<file path="src/rtl/gm_pkg.sv">
// gm_pkg: shared types, sizes and key encoding for the guess entry path
package gm_pkg;
  typedef enum logic [1:0] {ENTRY, FULL, SUBMIT} state_t;
  localparam int DEF_NUM_DIGITS = 4;
  localparam int DEF_DIGIT_W = 4;
  localparam int KEY_W = 10;
  function automatic logic [3:0] to_bcd(input logic [KEY_W-1:0] k);
    to_bcd = '0;
    for (int i = KEY_W - 1; i >= 0; i--) if (k[i]) to_bcd = 4'(i);
  endfunction
endpackage

</file>
<file path="src/rtl/guess_entry_ctrl_if.sv">
// guess_entry_ctrl_if: keypad inputs and scorer handshake of the guess entry block
interface guess_entry_ctrl_if #(parameter int NUM_DIGITS = gm_pkg::DEF_NUM_DIGITS, parameter int DIGIT_W = gm_pkg::DEF_DIGIT_W);
  import gm_pkg::*;
  logic [KEY_W-1:0] key;
  logic del;
  logic enter;
  logic guess_ready;
  logic [NUM_DIGITS*DIGIT_W-1:0] guess;
  logic [3:0] digit_count;
  logic guess_valid;
  logic dup_err;
  logic busy;
  modport master(output key, del, enter, guess_ready, input guess, digit_count, guess_valid, dup_err, busy);
  modport slave(input key, del, enter, guess_ready, output guess, digit_count, guess_valid, dup_err, busy);
endinterface

</file>
<file path="src/rtl/guess_entry_ctrl_key_press_detect.sv">
// key_press_detect: turns keypad levels into single-cycle prioritised press events
module key_press_detect
  import gm_pkg::*;
(
  input  logic             CLK,
  input  logic             rst,
  input  logic [KEY_W-1:0] key,
  input  logic             del,
  input  logic             enter,
  output logic             evt_digit,
  output logic             evt_del,
  output logic             evt_enter,
  output logic [3:0]       digit
);
  logic any, any_d, any_q, press;
  // an event needs every key released first; priority del > enter > digit
  always_comb begin
    any = |key | del | enter;
    any_d = any;
    press = any & ~any_q;
    evt_del = press & del;
    evt_enter = press & ~del & enter;
    evt_digit = press & ~del & ~enter & |key;
    digit = to_bcd(key);
  end
  // history starts high so a key held through reset is never taken as a press
  always_ff @(posedge CLK or posedge rst)
    if (rst) any_q <= 1'b1;
    else any_q <= any_d;
endmodule

</file>
<file path="src/rtl/guess_entry_ctrl.sv">
// guess_entry_ctrl: assembles distinct keypad digits into a guess and offers it to the scorer
module guess_entry_ctrl
  import gm_pkg::*;
#(
  parameter int NUM_DIGITS = DEF_NUM_DIGITS,
  parameter int DIGIT_W = DEF_DIGIT_W
) (
  input logic CLK,
  input logic rst,
  guess_entry_ctrl_if.slave bus
);
  localparam int GW = NUM_DIGITS * DIGIT_W;
  localparam logic [3:0] LAST = 4'(NUM_DIGITS - 1);
  state_t state_d, state_q;
  logic [GW-1:0] guess_d, guess_q;
  logic [3:0] cnt_d, cnt_q, wr_idx, digit;
  logic [DIGIT_W-1:0] wr_val;
  logic valid_d, valid_q, busy_d, busy_q, dup_d, dup_q;
  logic evt_digit, evt_del, evt_enter, dup, wr, clr;
  key_press_detect u_kpd (
    .CLK(CLK), .rst(rst), .key(bus.key), .del(bus.del), .enter(bus.enter),
    .evt_digit(evt_digit), .evt_del(evt_del), .evt_enter(evt_enter), .digit(digit)
  );
  // duplicate when the new digit matches any slot already filled
  always_comb begin
    dup = 1'b0;
    for (int i = 0; i < NUM_DIGITS; i++)
      if (4'(i) < cnt_q && guess_q[(NUM_DIGITS-1-i)*DIGIT_W +: DIGIT_W] == DIGIT_W'(digit)) dup = 1'b1;
  end
  // next state, slot writes and registered outputs; handshake clears on the accepting edge
  always_comb begin
    state_d = state_q;
    cnt_d = cnt_q;
    dup_d = 1'b0;
    wr = 1'b0;
    wr_idx = cnt_q;
    wr_val = DIGIT_W'(digit);
    clr = 1'b0;
    case (state_q)
      ENTRY:
        if (evt_del && cnt_q != 4'd0) begin
          cnt_d = cnt_q - 4'd1;
          wr = 1'b1;
          wr_idx = cnt_q - 4'd1;
          wr_val = '0;
        end else if (evt_digit && dup) dup_d = 1'b1;
        else if (evt_digit) begin
          wr = 1'b1;
          cnt_d = cnt_q + 4'd1;
          state_d = (cnt_q == LAST) ? FULL : ENTRY;
        end
      FULL:
        if (evt_del) begin
          cnt_d = LAST;
          wr = 1'b1;
          wr_idx = LAST;
          wr_val = '0;
          state_d = ENTRY;
        end else if (evt_enter) state_d = SUBMIT;
      SUBMIT:
        if (valid_q && bus.guess_ready) begin
          clr = 1'b1;
          cnt_d = '0;
          state_d = ENTRY;
        end
      default: begin
        clr = 1'b1;
        cnt_d = '0;
        state_d = ENTRY;
      end
    endcase
    guess_d = clr ? '0 : guess_q;
    for (int i = 0; i < NUM_DIGITS; i++)
      if (wr && 4'(i) == wr_idx) guess_d[(NUM_DIGITS-1-i)*DIGIT_W +: DIGIT_W] = wr_val;
    valid_d = state_d == SUBMIT;
    busy_d = state_d == SUBMIT;
  end
  // state and output registers
  always_ff @(posedge CLK or posedge rst)
    if (rst) begin
      state_q <= ENTRY;
      guess_q <= '0;
      cnt_q <= '0;
      valid_q <= 1'b0;
      busy_q <= 1'b0;
      dup_q <= 1'b0;
    end else begin
      state_q <= state_d;
      guess_q <= guess_d;
      cnt_q <= cnt_d;
      valid_q <= valid_d;
      busy_q <= busy_d;
      dup_q <= dup_d;
    end
  assign bus.guess = guess_q;
  assign bus.digit_count = cnt_q;
  assign bus.guess_valid = valid_q;
  assign bus.busy = busy_q;
  assign bus.dup_err = dup_q;
endmodule

</file>
<file path="src/flat_wrapper.sv">
// flat-port wrapper written by rule: the top's interface ports become plain ports
module guess_entry_ctrl_flat import gm_pkg::*;
#(
  parameter int NUM_DIGITS = DEF_NUM_DIGITS,
  parameter int DIGIT_W = DEF_DIGIT_W
)
  (CLK, rst, bus_key, bus_del, bus_enter, bus_guess_ready, bus_guess, bus_digit_count, bus_guess_valid, bus_dup_err, bus_busy);
  guess_entry_ctrl_if #(.NUM_DIGITS(NUM_DIGITS), .DIGIT_W(DIGIT_W)) bus_i ();
  input logic CLK;
  input logic rst;
  input wire logic [$bits(bus_i.key)-1:0] bus_key;
  input wire logic [$bits(bus_i.del)-1:0] bus_del;
  input wire logic [$bits(bus_i.enter)-1:0] bus_enter;
  input wire logic [$bits(bus_i.guess_ready)-1:0] bus_guess_ready;
  output wire logic [$bits(bus_i.guess)-1:0] bus_guess;
  output wire logic [$bits(bus_i.digit_count)-1:0] bus_digit_count;
  output wire logic [$bits(bus_i.guess_valid)-1:0] bus_guess_valid;
  output wire logic [$bits(bus_i.dup_err)-1:0] bus_dup_err;
  output wire logic [$bits(bus_i.busy)-1:0] bus_busy;
  assign bus_i.key = bus_key;
  assign bus_i.del = bus_del;
  assign bus_i.enter = bus_enter;
  assign bus_i.guess_ready = bus_guess_ready;
  assign bus_guess = bus_i.guess;
  assign bus_digit_count = bus_i.digit_count;
  assign bus_guess_valid = bus_i.guess_valid;
  assign bus_dup_err = bus_i.dup_err;
  assign bus_busy = bus_i.busy;
  guess_entry_ctrl #(.NUM_DIGITS(NUM_DIGITS), .DIGIT_W(DIGIT_W)) u_core (.CLK(CLK), .rst(rst), .bus(bus_i));
endmodule
</file>
<file path="config.mk">
export PLATFORM = sky130hd
export DESIGN_NAME = guess_entry_ctrl_flat
export DESIGN_NICKNAME = d
export VERILOG_FILES = /design/src/rtl/gm_pkg.sv /design/src/rtl/guess_entry_ctrl_if.sv /design/src/rtl/guess_entry_ctrl_key_press_detect.sv /design/src/rtl/guess_entry_ctrl.sv /design/src/flat_wrapper.sv
export SDC_FILE = /design/constraint.sdc
export NUM_CORES = 1
export LEC_CHECK = 0
export BUFFER_PORTS_ARGS = -buffer_cell sky130_fd_sc_hd__buf_2
export CAP_MARGIN = 15
export CORE_MARGIN = 8
export CORE_UTILIZATION = 46
export CTS_CLUSTER_DIAMETER = 120
export DETAILED_ROUTE_END_ITERATION = 10
export HOLD_SLACK_MARGIN = 0.12
export PLACE_DENSITY = 0.71
export SYNTH_ARGS = -nofsm -noshare
export SYNTH_HDL_FRONTEND = slang
export SYNTH_SLANG_ARGS = --single-unit
</file>
<file path="constraint.sdc">
create_clock -name CLK -period 8.6 [get_ports CLK]
set_input_delay 1.72 -clock CLK [delete_from_list [all_inputs] [get_ports CLK]]
set_output_delay 1.72 -clock CLK [all_outputs]
set_load 0.03 [all_outputs]
</file>
==> results of run 1 <==
-- worst min-delay path: stages (launching register included) --
cell,delay (ns)
dfrtp_1,0.42
nand2_1,0.07
mux2i_1,0.05
-- layer usage --
layer	wire, um	part of all wire, %	up-vias
met5	0	0	-
met4	44	0.95	0
met3	314	6.8	4
met2	2050	44	47
met1	2240	48	774
li1	-	-	808
-- flip-flops by register name (all words and copies together), names as in the netlist --
name,flops
u_core.bus.guess_valid,1
u_core.bus.digit_count,4
u_core.bus.dup_err,1
u_core.bus.guess,16
u_core.state_q,2
u_core.u_kpd.any_q,1
-- power by group --
| part | leakage, uW | internal (uW) | switching, uW |
|---|---|---|---|
| sequential | 0.000331 | 118 | 1.12 |
| combinational | 0.000564 | 8.73 | 15.0 |
| clock | 0.0000217 | 32.9 | 41.1 |
-- path summary, 6_finish.rpt --
kind / start / endpoint / slack [ns] / cells past startpoint
max: bus_key[6] / u_core.bus.guess[12] / 4.38 / 10
max in group asynchronous: rst / u_core.bus.digit_count[1] / 6.35 / 2
max reg2reg: u_core.bus.digit_count[0] / u_core.bus.guess[12] / 5.46 / 11
min reg2reg: u_core.bus.guess[9] / u_core.bus.guess[9] / 0.57 / 2
min in group asynchronous: rst / u_core.bus.guess[4] / 1.65 / 2
min: u_core.bus.guess[9] / u_core.bus.guess[9] / 0.57 / 2
-- layout make-up --
type	instances	area (sq um)
repair buffers	37	185
fillers	383	1810
flip-flops and latches	25	627
clock buffers	3	41.3
multi-input cells	162	1140
clock inverters	1	7.51
well taps	50	62.6
inverters	9	33.8
-- layout by cell type, fill, tap and decap left out, types with 2 or more instances in the layout --
master     n
nor2b_1    4
nor3b_4    2
nand3_1    3
o21ai_0    7
nand4_1    3
inv_1      8
xor2_1     7
buf_2     37
mux2i_1   18
nor2_1    17
o31ai_1    3
dfrtp_1   24
ha_1       7
o21bai_1   2
o32ai_1    2
xnor2_1    3
a32o_1     2
a22o_1     2
nand4b_1   2
nor4_1     6
nor3_4     2
nand2_1   26
a31oi_1    3
and3_1     3
clkbuf_8   3
nand2b_1   4
or4_1      3
a21oi_1    9
nand3b_1   2
nor4b_1    2
-- through the flow --
step | area, sq um | total power, uW | std cells
final | 2100 | 217 | 287
after global routing | 2100 | 225 | 287
after CTS | 2100 | 219 | 287
after detailed placement | 2050 | 145 | 283
after global placement | 2050 | 145 | 283
after floorplan | 1830 | 136 | 202
-- cells by family (layout without fill, tap and decap cells) --
group / after synthesis / count (layout) / share of synthesized area (%)
adders and majority gates: 7 / 7 / 4.78
DFF: 25 / 25 / 34.2
and+or+nand+nor: 88 / 88 / 28.1
muxes: 18 / 18 / 9.83
buffers and inverters: 15 / 50 / 3.34
AOI/OAI and AO/OA: 39 / 39 / 15.0
xor gates and xnor gates: 10 / 10 / 4.78
==> impl_metrics.py, run 1 <==
metrics = {
    "route": {
        "drc": 0,
        "wl_per_cell_um": 16.2,
        "dr_total_vias": 1633,
        "drtAntennaViolNets": 0,
        "first_pass_iters": 4,
        "drt_iter0_markers": 172,
        "via_per_inst": 5.69,
        "routed_wl_mm": 4.65,
    },
    "timing": {
        "maxSlewHeadroom_pct": 28.5,
        "holdWs_ns": 0.574,
        "rsz0062_at_grt": "no",
        "period_minus_slack_ns": 4.22,
        "setup_violations": 0,
        "setup_tns_ns": 0,
        "finalCritPeriodShare_pct": 49.1,
        "final-hold-violation-count": 0,
        "finalWorstSetupSlack_ns": 4.38,
        "fmax_mhz": 237,
        "worst_pin_slew_ns": 1.06,
        "maxSlewViolCount": 0,
        "fin_skew_ns": 0.0139,
    },
    "clock_network": {
        "clock_sinks": 25,
        "postCtsSetupBuffers": 0,
        "clk_latency_ns": 0.28,
        "cts_buffers": 3,
        "cts_tree": "done",
        "hold_buffers": 0,
        "cts_resized": 0,
        "clk_pin_slew_ns": 0.10,
        "cts_buffer_depth": 2,
        "root_buffer": "clkbuf_8",
        "h-tree-depth": 1,
    },
    "die": {
        "num_rows": 23,
        "die_w_um": 79.1,
        "initial_core_util_pct": 46.8,
        "io_pins": 38,
        "die-height_um": 79.1,
        "coreArea_sq_mm": 0.00391,
        "die-area_sq_mm": 0.00626,
    },
    "layout": {
        "nets": 260,
        "drive_gt1_share_pct": 21.9,
        "area_growth_pct": 14.7,
        "utilization_pct": 53.7,
        "antenna_cells": 0,
    },
    "yosys": {
        "async_flop_share_pct": 100,
        "synth_common_cells": "nand2_1 (26), dfrtp_1 (24), mux2i_1 (18), nor2_1 (17), a21oi_1 (9)",
        "syn_inst": 202,
        "synth_area_leader_cell": "dfrtp_1",
        "ys_types": 51,
        "synth_edf_count": 0,
        "yosys_warnings": 0,
        "netlist_area_sq_mm": 0.00183,
        "synth_area_per_cell_sq_um": 9.07,
        "synth_area_leaders": "dfrtp_1 (33%), mux2i_1 (9.8%), nand2_1 (5.3%), ha_1 (4.8%), nor2_1 (3.5%)",
        "ys.flop_type": "dfrtp_1",
        "synth-seq-cells": 25,
        "yosysSeqAreaShare_pct": 34.2,
        "synth_top_cell_area_share_pct": 32.8,
        "synth.most_common_cell": "nand2_1",
        "synth_nets": 224,
    },
    "critical_path": {
        "worstSetupEndpointType": "register",
        "cp_top_family": "compound AO/OA/AOI/OAI gates",
        "critPathArrivalTime_ns": 4.41,
        "slowest_stage": "a2111oi_0",
        "criticalPathCategory": "input pin to register",
        "cp_num_buf_inv": 1,
        "critPathMaxStageDelay_ns": 0.60,
        "start_kind": "input pin",
        "critPathMaxFanout": 5,
        "crit_required_ns": 8.79,
        "crit_chain": "buf_2, nor2b_1, a2111oi_0, o21bai_1, xor2_1, nand4_1, nand4_2, o32a_4, nor3b_4, mux2i_1",
    },
    "global_routing": {
        "grt_pass1_wl_mm": 7.80,
        "grtUsageMet1_pct": 21.9,
        "grt.busiest_layer": "met2",
        "antenna_found_initial": 0,
        "grt_overflow": 0,
        "grt_usage_pct": 15.0,
        "use_met3_pct": 2.37,
        "use_met2_pct": 22.4,
        "first_global_vias": 1538,
        "grt_max_degree": 26,
    },
    "place": {
        "io_buffer_count": 37,
        "gp_congestion": 0.825,
        "place_ws_ns": 4.12,
        "dp_hpwl_mm": 3.55,
    },
    "power_and_ir_drop": {
        "vdd_ir_drop_max_mv": 0.0983,
        "p_leak_uw": 0.000917,
        "power_density_mw_per_mm2": 103,
    },
    "status": {
        "status": "finished, final reports clean",
    },
    "flow_run": {
        "drv_cap": 0,
    },
    "hold_path": {
        "hp-class": "register to register",
    },
}
(Power assumes the default switching activity.)
==> inputs of run 2 (changes only) <==
==> constraint.sdc (replaced) <==
create_clock -name CLK -period 4.3 [get_ports CLK]
set_input_delay 0.86 -clock CLK [delete_from_list [all_inputs] [get_ports CLK]]
set_output_delay 0.86 -clock CLK [all_outputs]
set_load 0.03 [all_outputs]
==> run 2 against run 1 <==
Against the previous run: design area about the same; non-clock buffer count unchanged; final cell count unchanged; utilization about the same; worst hold slack worse by 0.0039 ns; critical path type unchanged; critical endpoint unchanged.
==> impl_metrics.py, run 2 (synthesis gave the netlist of run 1 again) <==
metrics = {
    "power_and_ir_drop": {
        "vdd_ir_drop_max_mv": 0.133,
        "total_power_uw": 441,
        "p_clk_share_pct": 35.3,
        "power.switching_uw": 120,
        "p_int_uw": 321,
        "p_leak_uw": 0.000921,
        "comb_power_share_pct": 10.7,
        "power.share.sequential_pct": 54.0,
        "switching_share_pct": 27.1,
        "power_density_mw_per_mm2": 210,
    },
    "layout": {
        "antenna_cells": 0,
        "drive_gt1_share_pct": 21.9,
        "area_growth_pct": 14.7,
        "nets": 260,
        "fin_cells": 287,
        "mostFrequentLayoutCells": "buf_2 (37), nand2_1 (26), dfrtp_1 (24)",
        "largest_reg_flops": 16,
        "final_common_cell": "buf_2",
    },
    "clock_network": {
        "cts_resized": 0,
        "hold_buffers": 0,
        "postCtsSetupBuffers": 0,
        "clk_latency_ns": 0.29,
        "clock_sinks": 25,
        "cts_tree": "done",
        "clk_pin_slew_ns": 0.11,
        "cts_buffer_depth": 2,
        "root_buffer": "clkbuf_8",
        "h-tree-depth": 1,
        "cts_buffers": 3,
    },
    "status": {
        "status": "finished, final reports clean",
    },
    "route": {
        "via_per_inst": 5.75,
        "routed_wl_mm": 4.62,
        "first_pass_iters": 4,
        "wl_per_cell_um": 16.1,
        "drt_iter0_markers": 179,
        "drtAntennaViolNets": 0,
        "dr_total_vias": 1649,
        "drc": 0,
    },
    "global_routing": {
        "antenna_found_initial": 0,
        "grt_pass1_wl_mm": 7.74,
        "first_global_vias": 1516,
        "grt_overflow": 0,
        "grt_usage_pct": 15.1,
        "grt_max_degree": 26,
    },
    "die": {
        "num_rows": 23,
        "die-height_um": 79.1,
        "die_w_um": 79.1,
        "die-area_sq_mm": 0.00626,
        "initial_core_util_pct": 46.8,
        "coreArea_sq_mm": 0.00391,
        "io_pins": 38,
    },
    "flow_run": {
        "drv_cap": 0,
    },
    "critical_path": {
        "cp_top_family": "compound AO/OA/AOI/OAI gates",
        "crit_required_ns": 4.50,
        "start_kind": "input pin",
        "worstSetupEndpointType": "register",
        "critPathArrivalTime_ns": 3.60,
        "slowest_stage": "a2111oi_0",
        "critPathMaxStageDelay_ns": 0.62,
        "cp_num_buf_inv": 1,
        "critPathMaxFanout": 5,
        "crit_chain": "buf_2, nor2b_1, a2111oi_0, o21bai_1, xor2_1, nand4b_1, nand4_2, o32a_4, nor3b_4, mux2i_1",
        "criticalPathCategory": "input pin to register",
    },
    "timing": {
        "maxSlewViolCount": 0,
        "period_minus_slack_ns": 3.40,
        "fmax_mhz": 294,
        "fin_skew_ns": 0.0149,
        "maxSlewHeadroom_pct": 28.0,
        "setup_violations": 0,
        "final-hold-violation-count": 0,
        "rsz0062_at_grt": "no",
        "setup_tns_ns": 0,
        "finalCritPeriodShare_pct": 79.1,
        "worst_pin_slew_ns": 1.07,
    },
    "place": {
        "dp_hpwl_mm": 3.54,
        "gp_congestion": 0.825,
        "dp_cells": 283,
        "io_buffer_count": 37,
    },
    "hold_path": {
        "hp-class": "register to register",
    },
}
run 2: cell count changes in the layout (fill, tap and decap cells not counted):
cell        delta
clkinvlp_4     -1
inv_6          +1
run 2: layer usage:
layer	track usage (%)	wire [um]	up-vias
met5	0	0	-
met3	3.05	302	7
met4	4.26	58	0
met1	21.8	2270	783
li1	-	-	815
met2	21.9	1990	44
run 2: worst paths after layout:
check | start | to | slack, ns | depth (start not counted)
hold / removal | u_core.bus.guess[0] | u_core.bus.guess[0] | 0.57 | 2
min in group asynchronous | rst | u_core.bus.guess[4] | 0.78 | 2
max in group asynchronous | rst | u_core.bus.digit_count[1] | 2.93 | 2
setup / recovery | bus_key[6] | u_core.bus.guess[12] | 0.90 | 10
setup reg to reg | u_core.bus.digit_count[0] | u_core.bus.guess[12] | 1.16 | 11
hold reg to reg | u_core.bus.guess[0] | u_core.bus.guess[0] | 0.57 | 2
run 2: final cells by class:
type	count	area, sq um
multi-input cells	162	1140
clock inverters	1	8.76
flip-flops and latches	25	627
inverters	9	33.8
repair buffers	37	185
well taps	50	62.6
fillers	389	1810
clock buffers	3	41.3
run 2: power by group through the flow:
stage | logic (uW) | registers [uW] | clock network [uW]
6_report | 47.2 | 238 | 156
5_1_grt | 53.0 | 238 | 167
4_1_cts | 47.4 | 238 | 158
3_5_place_dp | 47.4 | 243 | 0
3_3_place_gp | 46.8 | 243 | 0
2_1_floorplan | 28.8 | 243 | 0
run 2: tightest hold or removal path, cell delays in order, from the launching register on:
cell	delay (ns)
dfrtp_1	0.42
nand2_1	0.07
mux2i_1	0.05
run 2: metrics by stage:
step	hold WS, ns	setup slack, ns	cell area, sq um	utilization (%)
4_1_cts	0.571	0.931	2100	53.7
5_1_grt	0.598	0.737	2100	53.7
6_report	0.571	0.900	2100	53.7
3_3_place_gp	0.556	0.703	2050	52.5
2_1_floorplan	0.605	1.13	1830	-
3_5_place_dp	0.554	0.671	2050	52.5
